<file path="config.mk">
export PLATFORM = sky130hd
export DESIGN_NAME = usb_transaction_controller
export DESIGN_NICKNAME = d
export VERILOG_FILES = /design/src/rtl/usb_transaction_controller.sv
export SDC_FILE = /design/constraint.sdc
export NUM_CORES = 1
export LEC_CHECK = 0
export BUFFER_PORTS_ARGS = -buffer_cell sky130_fd_sc_hd__buf_2
export CAP_MARGIN = 20
export CORE_MARGIN = 1.5
export CORE_UTILIZATION = 44
export CTS_CLUSTER_SIZE = 24
export DETAILED_ROUTE_END_ITERATION = 8
export GPL_TIMING_DRIVEN = 0
export HOLD_SLACK_MARGIN = 0.06
export PLACE_DENSITY = 0.62
export SLEW_MARGIN = 20
export SYNTH_ARGS = -nofsm -noshare
export SYNTH_HDL_FRONTEND = slang
export SYNTH_SLANG_ARGS = --single-unit
</file>
<file path="constraint.sdc">
create_clock -name clock48 -period 3 [get_ports clock48]
set_input_delay 0.15 -clock clock48 [delete_from_list [all_inputs] [get_ports clock48]]
set_output_delay 0.15 -clock clock48 [all_outputs]
set_load 0.02 [all_outputs]
</file>
<file path="src/rtl/usb_transaction_controller.sv">
// USB full-speed device transaction sequencer: token/data/handshake flow, per-endpoint DATA0/DATA1
// toggles and device address register. Define USB_STALL_EN to add a per-endpoint STALL input.
module usb_transaction_controller #(
    parameter int NUM_ENDPOINTS    = 4,
    parameter int RESPONSE_TIMEOUT = 80
) (
    input  logic                     clock48,
    input  logic                     reset_n,
    input  logic                     usb_reset,
    input  logic                     rx_token_valid,
    input  logic [3:0]               rx_token_pid,
    input  logic [6:0]               rx_token_addr,
    input  logic [3:0]               rx_token_endp,
    input  logic                     rx_data_valid,
    input  logic [3:0]               rx_data_pid,
    input  logic                     rx_data_crc_ok,
    input  logic                     rx_handshake_valid,
    input  logic [3:0]               rx_handshake_pid,
    output logic                     tx_start,
    output logic [3:0]               tx_pid,
    output logic                     tx_is_data,
    input  logic                     tx_done,
    input  logic [NUM_ENDPOINTS-1:0] in_armed,
    input  logic [NUM_ENDPOINTS-1:0] out_armed,
`ifdef USB_STALL_EN
    input  logic [NUM_ENDPOINTS-1:0] stall,
`endif
    output logic [3:0]               ep_index,
    output logic                     setup_complete,
    output logic                     out_complete,
    output logic                     in_complete,
    input  logic                     set_address,
    input  logic [6:0]               new_address,
    output logic [6:0]               device_address
);

    localparam int TW = $clog2(RESPONSE_TIMEOUT + 1);
    localparam logic [TW-1:0] TIMEOUT = TW'(RESPONSE_TIMEOUT);

    localparam logic [3:0] PID_OUT   = 4'b0001;
    localparam logic [3:0] PID_IN    = 4'b1001;
    localparam logic [3:0] PID_SETUP = 4'b1101;
    localparam logic [3:0] PID_DATA0 = 4'b0011;
    localparam logic [3:0] PID_DATA1 = 4'b1011;
    localparam logic [3:0] PID_ACK   = 4'b0010;
    localparam logic [3:0] PID_NAK   = 4'b1010;
    localparam logic [3:0] PID_STALL = 4'b1110;

    typedef enum logic [2:0] {IDLE, WAIT_DATA, SEND_HANDSHAKE, SEND_DATA, WAIT_ACK} state_t;

    state_t        state_q, state_d;
    logic [TW-1:0] timer_q, timer_d;
    logic [3:0]    ep_q, ep_d;
    logic          is_setup_q, is_setup_d;
    logic [15:0]   in_tog_q, in_tog_d, out_tog_q, out_tog_d;
    logic [6:0]    dev_addr_q, dev_addr_d, pend_addr_q, pend_addr_d;
    logic          pend_q, pend_d;
    logic          tx_start_q, tx_start_d, tx_busy_q, tx_busy_d;
    logic [3:0]    tx_pid_q, tx_pid_d;
    logic          tx_is_data_q, tx_is_data_d;
    logic          setup_complete_q, setup_complete_d;
    logic          out_complete_q, out_complete_d;
    logic          in_complete_q, in_complete_d;

    logic [15:0]   in_armed_ep, out_armed_ep, stall_ep;
    logic          token_ok, send_pkt, pkt_is_data;
    logic [3:0]    pkt_pid;

    assign in_armed_ep  = 16'(in_armed);
    assign out_armed_ep = 16'(out_armed);
`ifdef USB_STALL_EN
    assign stall_ep     = 16'(stall);
`else
    assign stall_ep     = '0;
`endif

    // Tokens are never taken while our own packet is still on the wire.
    assign token_ok = rx_token_valid && !tx_busy_q
                   && (state_q == IDLE || state_q == WAIT_DATA)
                   && rx_token_addr == dev_addr_q
                   && int'(rx_token_endp) < NUM_ENDPOINTS
                   && (rx_token_pid == PID_SETUP || rx_token_pid == PID_OUT || rx_token_pid == PID_IN);

    always_comb begin
        // NOTE: every _d gets a default here so no path can infer a latch.
        state_d          = state_q;
        timer_d          = timer_q;
        ep_d             = ep_q;
        is_setup_d       = is_setup_q;
        in_tog_d         = in_tog_q;
        out_tog_d        = out_tog_q;
        dev_addr_d       = dev_addr_q;
        pend_addr_d      = pend_addr_q;
        pend_d           = pend_q;
        tx_start_d       = 1'b0;
        tx_pid_d         = tx_pid_q;
        tx_is_data_d     = tx_is_data_q;
        tx_busy_d        = tx_busy_q && !tx_done;
        setup_complete_d = 1'b0;
        out_complete_d   = 1'b0;
        in_complete_d    = 1'b0;
        send_pkt         = 1'b0;
        pkt_is_data      = 1'b0;
        pkt_pid          = PID_NAK;

        if (set_address) begin
            pend_d      = 1'b1;
            pend_addr_d = new_address;
        end

        if (token_ok) begin
            ep_d    = rx_token_endp;
            timer_d = '0;
            if (rx_token_pid == PID_IN) begin
                send_pkt = 1'b1;
                if (stall_ep[rx_token_endp]) begin
                    pkt_pid = PID_STALL;
                end else if (in_armed_ep[rx_token_endp]) begin
                    pkt_is_data = 1'b1;
                    pkt_pid     = in_tog_q[rx_token_endp] ? PID_DATA1 : PID_DATA0;
                end
            end else begin
                state_d    = WAIT_DATA;
                is_setup_d = (rx_token_pid == PID_SETUP);
            end
        end else begin
            case (state_q)
                WAIT_DATA: begin
                    timer_d = timer_q + TW'(1);
                    if (timer_q == TIMEOUT) begin
                        state_d = IDLE;
                    end else if (rx_data_valid) begin
                        state_d = IDLE;
                        if (rx_data_crc_ok && is_setup_q) begin
                            if (rx_data_pid == PID_DATA0) begin
                                send_pkt          = 1'b1;
                                pkt_pid           = PID_ACK;
                                in_tog_d[ep_q]    = 1'b1;
                                out_tog_d[ep_q]   = 1'b1;
                                setup_complete_d  = 1'b1;
                            end
                        end else if (rx_data_crc_ok && (rx_data_pid == PID_DATA0 || rx_data_pid == PID_DATA1)) begin
                            send_pkt = 1'b1;
                            pkt_pid  = PID_ACK;
                            if (stall_ep[ep_q]) begin
                                pkt_pid = PID_STALL;
                            end else if (rx_data_pid == (out_tog_q[ep_q] ? PID_DATA1 : PID_DATA0)) begin
                                if (out_armed_ep[ep_q]) begin
                                    out_tog_d[ep_q] = ~out_tog_q[ep_q];
                                    out_complete_d  = 1'b1;
                                end else begin
                                    pkt_pid = PID_NAK;
                                end
                            end
                        end
                    end
                end
                SEND_HANDSHAKE: if (tx_done) state_d = IDLE;
                SEND_DATA: begin
                    if (tx_done) begin
                        state_d = WAIT_ACK;
                        timer_d = '0;
                    end
                end
                WAIT_ACK: begin
                    timer_d = timer_q + TW'(1);
                    if (rx_handshake_valid) begin
                        state_d = IDLE;
                        if (rx_handshake_pid == PID_ACK) begin
                            in_tog_d[ep_q] = ~in_tog_q[ep_q];
                            in_complete_d  = 1'b1;
                            // A pending SET_ADDRESS lands only once its status stage is ACKed.
                            if (ep_q == 4'd0 && pend_q) begin
                                dev_addr_d = set_address ? new_address : pend_addr_q;
                                pend_d     = 1'b0;
                            end
                        end
                    end else if (rx_token_valid || rx_data_valid || timer_q == TIMEOUT) begin
                        state_d = IDLE;
                    end
                end
                default: state_d = IDLE;
            endcase
        end

        if (send_pkt) begin
            state_d      = pkt_is_data ? SEND_DATA : SEND_HANDSHAKE;
            tx_start_d   = 1'b1;
            tx_pid_d     = pkt_pid;
            tx_is_data_d = pkt_is_data;
            tx_busy_d    = 1'b1;
        end

        // Bus reset lets an in-flight packet finish but forgets everything else.
        if (usb_reset) begin
            state_d          = IDLE;
            timer_d          = '0;
            ep_d             = '0;
            in_tog_d         = '0;
            out_tog_d        = '0;
            dev_addr_d       = '0;
            pend_d           = 1'b0;
            tx_start_d       = 1'b0;
            tx_busy_d        = tx_busy_q && !tx_done;
            setup_complete_d = 1'b0;
            out_complete_d   = 1'b0;
            in_complete_d    = 1'b0;
            if (!tx_busy_q) begin
                tx_pid_d     = '0;
                tx_is_data_d = 1'b0;
            end
        end
    end

    always_ff @(posedge clock48 or negedge reset_n) begin
        if (!reset_n) begin
            state_q          <= IDLE;
            timer_q          <= '0;
            ep_q             <= '0;
            is_setup_q       <= 1'b0;
            in_tog_q         <= '0;
            out_tog_q        <= '0;
            dev_addr_q       <= '0;
            pend_addr_q      <= '0;
            pend_q           <= 1'b0;
            tx_start_q       <= 1'b0;
            tx_busy_q        <= 1'b0;
            tx_pid_q         <= '0;
            tx_is_data_q     <= 1'b0;
            setup_complete_q <= 1'b0;
            out_complete_q   <= 1'b0;
            in_complete_q    <= 1'b0;
        end else begin
            state_q          <= state_d;
            timer_q          <= timer_d;
            ep_q             <= ep_d;
            is_setup_q       <= is_setup_d;
            in_tog_q         <= in_tog_d;
            out_tog_q        <= out_tog_d;
            dev_addr_q       <= dev_addr_d;
            pend_addr_q      <= pend_addr_d;
            pend_q           <= pend_d;
            tx_start_q       <= tx_start_d;
            tx_busy_q        <= tx_busy_d;
            tx_pid_q         <= tx_pid_d;
            tx_is_data_q     <= tx_is_data_d;
            setup_complete_q <= setup_complete_d;
            out_complete_q   <= out_complete_d;
            in_complete_q    <= in_complete_d;
        end
    end

    assign tx_start       = tx_start_q;
    assign tx_pid         = tx_pid_q;
    assign tx_is_data     = tx_is_data_q;
    assign ep_index       = ep_q;
    assign setup_complete = setup_complete_q;
    assign out_complete   = out_complete_q;
    assign in_complete    = in_complete_q;
    assign device_address = dev_addr_q;

endmodule

</file>
==> qor.csv <==
metric;value;unit
Relative slew margins;0.4020;
asr flop ratio synth;1.000;
vias in the first global route;3174;
clock transition at the registers of the reported paths;0.09;ns
Netlist Area Pre-Place;3953;um2
Net count, final;514;
CTS H-tree lvls;3;
share of cells above drive strength 1;0.2638;
cells on worst reg2reg path;7;
RSZ-0062 raised after global routing;no;
Distinct cells, synth;60;
Synth Net Count;428;
gr usage total;0.2157;
register bit total from synthesis;72;
CTS tree;built;
initial antenna violation count;0;
Synth area leader;dfrtp_1;
Worst Clk Skew;0.01789;ns
routability-driven placement congestion ratio;0.8359;
final setup vio count;0;
HPWL Detailed;7.180;mm
die area;9561;um2
Gate Count Post-Synth;379;
total core area;8721;um2
Root Driver;clkbuf_8;
CP max FO;8;
top-count cell post-synth;dfrtp_1;
power density over the cells;404.5;nW/um2
port bufs;64;
synth top area cells;dfrtp_1 (46%), o21ai_0 (3.8%), mux4_1 (3.3%);
setup_tns;0;ns
Final period util;0.8187;
post-CTS sizing;0;
VDD IR max;226.0;uV
fmax;407.2;MHz
clk sinks;72;
io pins;67;
drt pass-1 iters;4;
Final Hold Viols;0;
Final Util;0.5439;
site row count;34;
YS warnings;0;
setup bufs post-CTS;0;
post-synthesis sequential area ratio;0.4558;
Post-synth EDFFs;0;
Die X;97.78;um
initial core utilization;0.4532;
largest net degree at the start of global routing;53;
total CTS buffers;9;
Critical Path RT;3.29;ns
initial drt markers;198;
Leak Pwr;2.186;nW
Synth-to-Final Area Change;20.01;%
CP Class;reg -> reg;
top_reg_cell synth;dfrtp_1;
Antenna Nets Post-Route;0;
Arrival @ worst endpoint;2.75;ns
share of the synthesized area in the top cell type;0.4558;
min cycle time layout;2.456;ns
status;complete, no violations;
Synth top cells by count;dfrtp_1 (72), nand2_1 (30), o21ai_0 (30), inv_1 (26), nor2_1 (20);
clk_lat worst skew;0.36;ns
actual slew at the worst max-slew pin;0.8951;ns
CP Launch Type;flop;
final wirelength;9.724;mm
pins over their slew limit;0;
max cap viols;0;
CTS Buffer Depth;2;
Avg Cell Area, Syn;10.43;um2
Die Span Y;97.78;um
drt drc;0;
Hold Path Class;in -> reg;
Diodes inserted;0;
Vias/cell;5.465;
first-pass GRT wire length;16.13;mm
Avg WL per Cell;16.82;um
grt ovf;0;
crit end category;flop;
vias after detailed routing;3159;
hold path depth;4;
flip-flops by register name (all words and copies together), names as in the netlist:
name	flops
in_tog_q	16
out_tog_q	16
device_address	7
pend_addr_q	7
timer_q	7
ep_index	4
tx_pid	4
state_q	3
in_complete	1
is_setup_q	1
out_complete	1
pend_q	1
setup_complete	1
tx_busy_q	1
tx_is_data	1
tx_start	1
power by group:
part	total, mW	switching, mW	leakage, nW	internal (mW)
clock	0.794	0.385	0.0989	0.409
combinational	0.141	0.0810	1.10	0.0604
sequential	0.983	0.00299	0.989	0.980
path summary, 6_finish.rpt:
check	slack [ns]	start	endpoint
setup / recovery	0.54	state_q[2]$_DFFE_PN0P_	tx_is_data$_DFF_PN0_
hold / removal	0.09	rx_token_valid	state_q[2]$_DFFE_PN0P_
setup reg to reg	0.54	state_q[2]$_DFFE_PN0P_	tx_is_data$_DFF_PN0_
hold reg to reg	0.48	pend_addr_q[1]$_DFF_PN0_	pend_addr_q[1]$_DFF_PN0_
max in group asynchronous	2.20	reset_n	pend_addr_q[1]$_DFF_PN0_
min in group asynchronous	0.22	reset_n	tx_start$_DFF_PN0_
critical path, cell delays in order, from the launching register on:
cell and delay (ns):
dfrtp_1 0.48, or4b_4 0.63, nor2_4 0.16, and4_1 0.19, buf_2 0.18, mux2i_1 0.49
nand2_1 0.10, a21oi_1 0.15
cells by family (layout without fill, tap and decap cells):
kind of cell	after synthesis	after routing	synth area share
compound gates	92	92	0.1469
xor+xnor	14	14	0.03102
fa+ha+maj	2	2	0.006330
buf+inv	44	135	0.06299
flops	72	72	0.4558
mux	23	23	0.09592
simple gates	132	132	0.2010
layer usage:
| layer | vias to the layer above | share of wire | global-route usage |
|---|---|---|---|
| li1 | 1527 | - | - |
| met1 | 1553 | 0.46 | 0.2899 |
| met2 | 67 | 0.47 | 0.3510 |
| met3 | 12 | 0.048 | 0.04295 |
| met4 | 0 | 0.019 | 0.07473 |
| met5 | - | 0 | 0 |
cells in the final DEF, fill, tap and decap left out, types with 4 or more instances in the layout:
master and count:
inv_1 26, nand3b_1 4, mux4_1 5, nand3_1 15, nor2_1 20, o22ai_1 17, dlygate4sd3_1 10, o21ai_1 9
a21oi_1 17, mux2i_1 12, nor2b_1 9, nand2b_1 6, dfrtp_1 72, and2b_2 12, mux4_2 5, nor4_1 7
xnor2_1 7, buf_2 66, clkbuf_1 6, o21ai_0 30, nand2_1 30, buf_6 4, clkbuf_8 15, xor2_1 7
metrics by stage:
stage               setup slack, ns  std cells  hold WS, ns  area (um2)  power [mW]
floorplan                    0.8360        379      -0.1456        3953       1.059
global placement             0.6107        551       0.3753        4408       1.128
detailed placement           0.5768        552      0.06541        4438       1.135
CTS                          0.5663        578      0.08517        4743       1.937
global route                 0.3846        578      0.08820        4743       1.993
finish                       0.5440        578      0.08887        4743       1.919
timing repair:
action | CTS | global route
endpoints found under the hold margin | 81 | 0
hold buffers | 10 | 0
endpoints found under the setup margin | 0 | 0
area by class of cell:
| class | count | area (um2) |
|---|---|---|
| fill | 770 | 3978 |
| clock buffer | 10 | 137.6 |
| tap | 108 | 135.1 |
| inverter | 26 | 97.59 |
| buffer | 18 | 151.4 |
| multi-input combinational | 263 | 1902 |
| timing repair buffer | 75 | 450.4 |
| sequential | 72 | 1802 |
| clock inverter | 6 | 67.56 |
No activity file was read; power rests on OpenSTA's default activity.
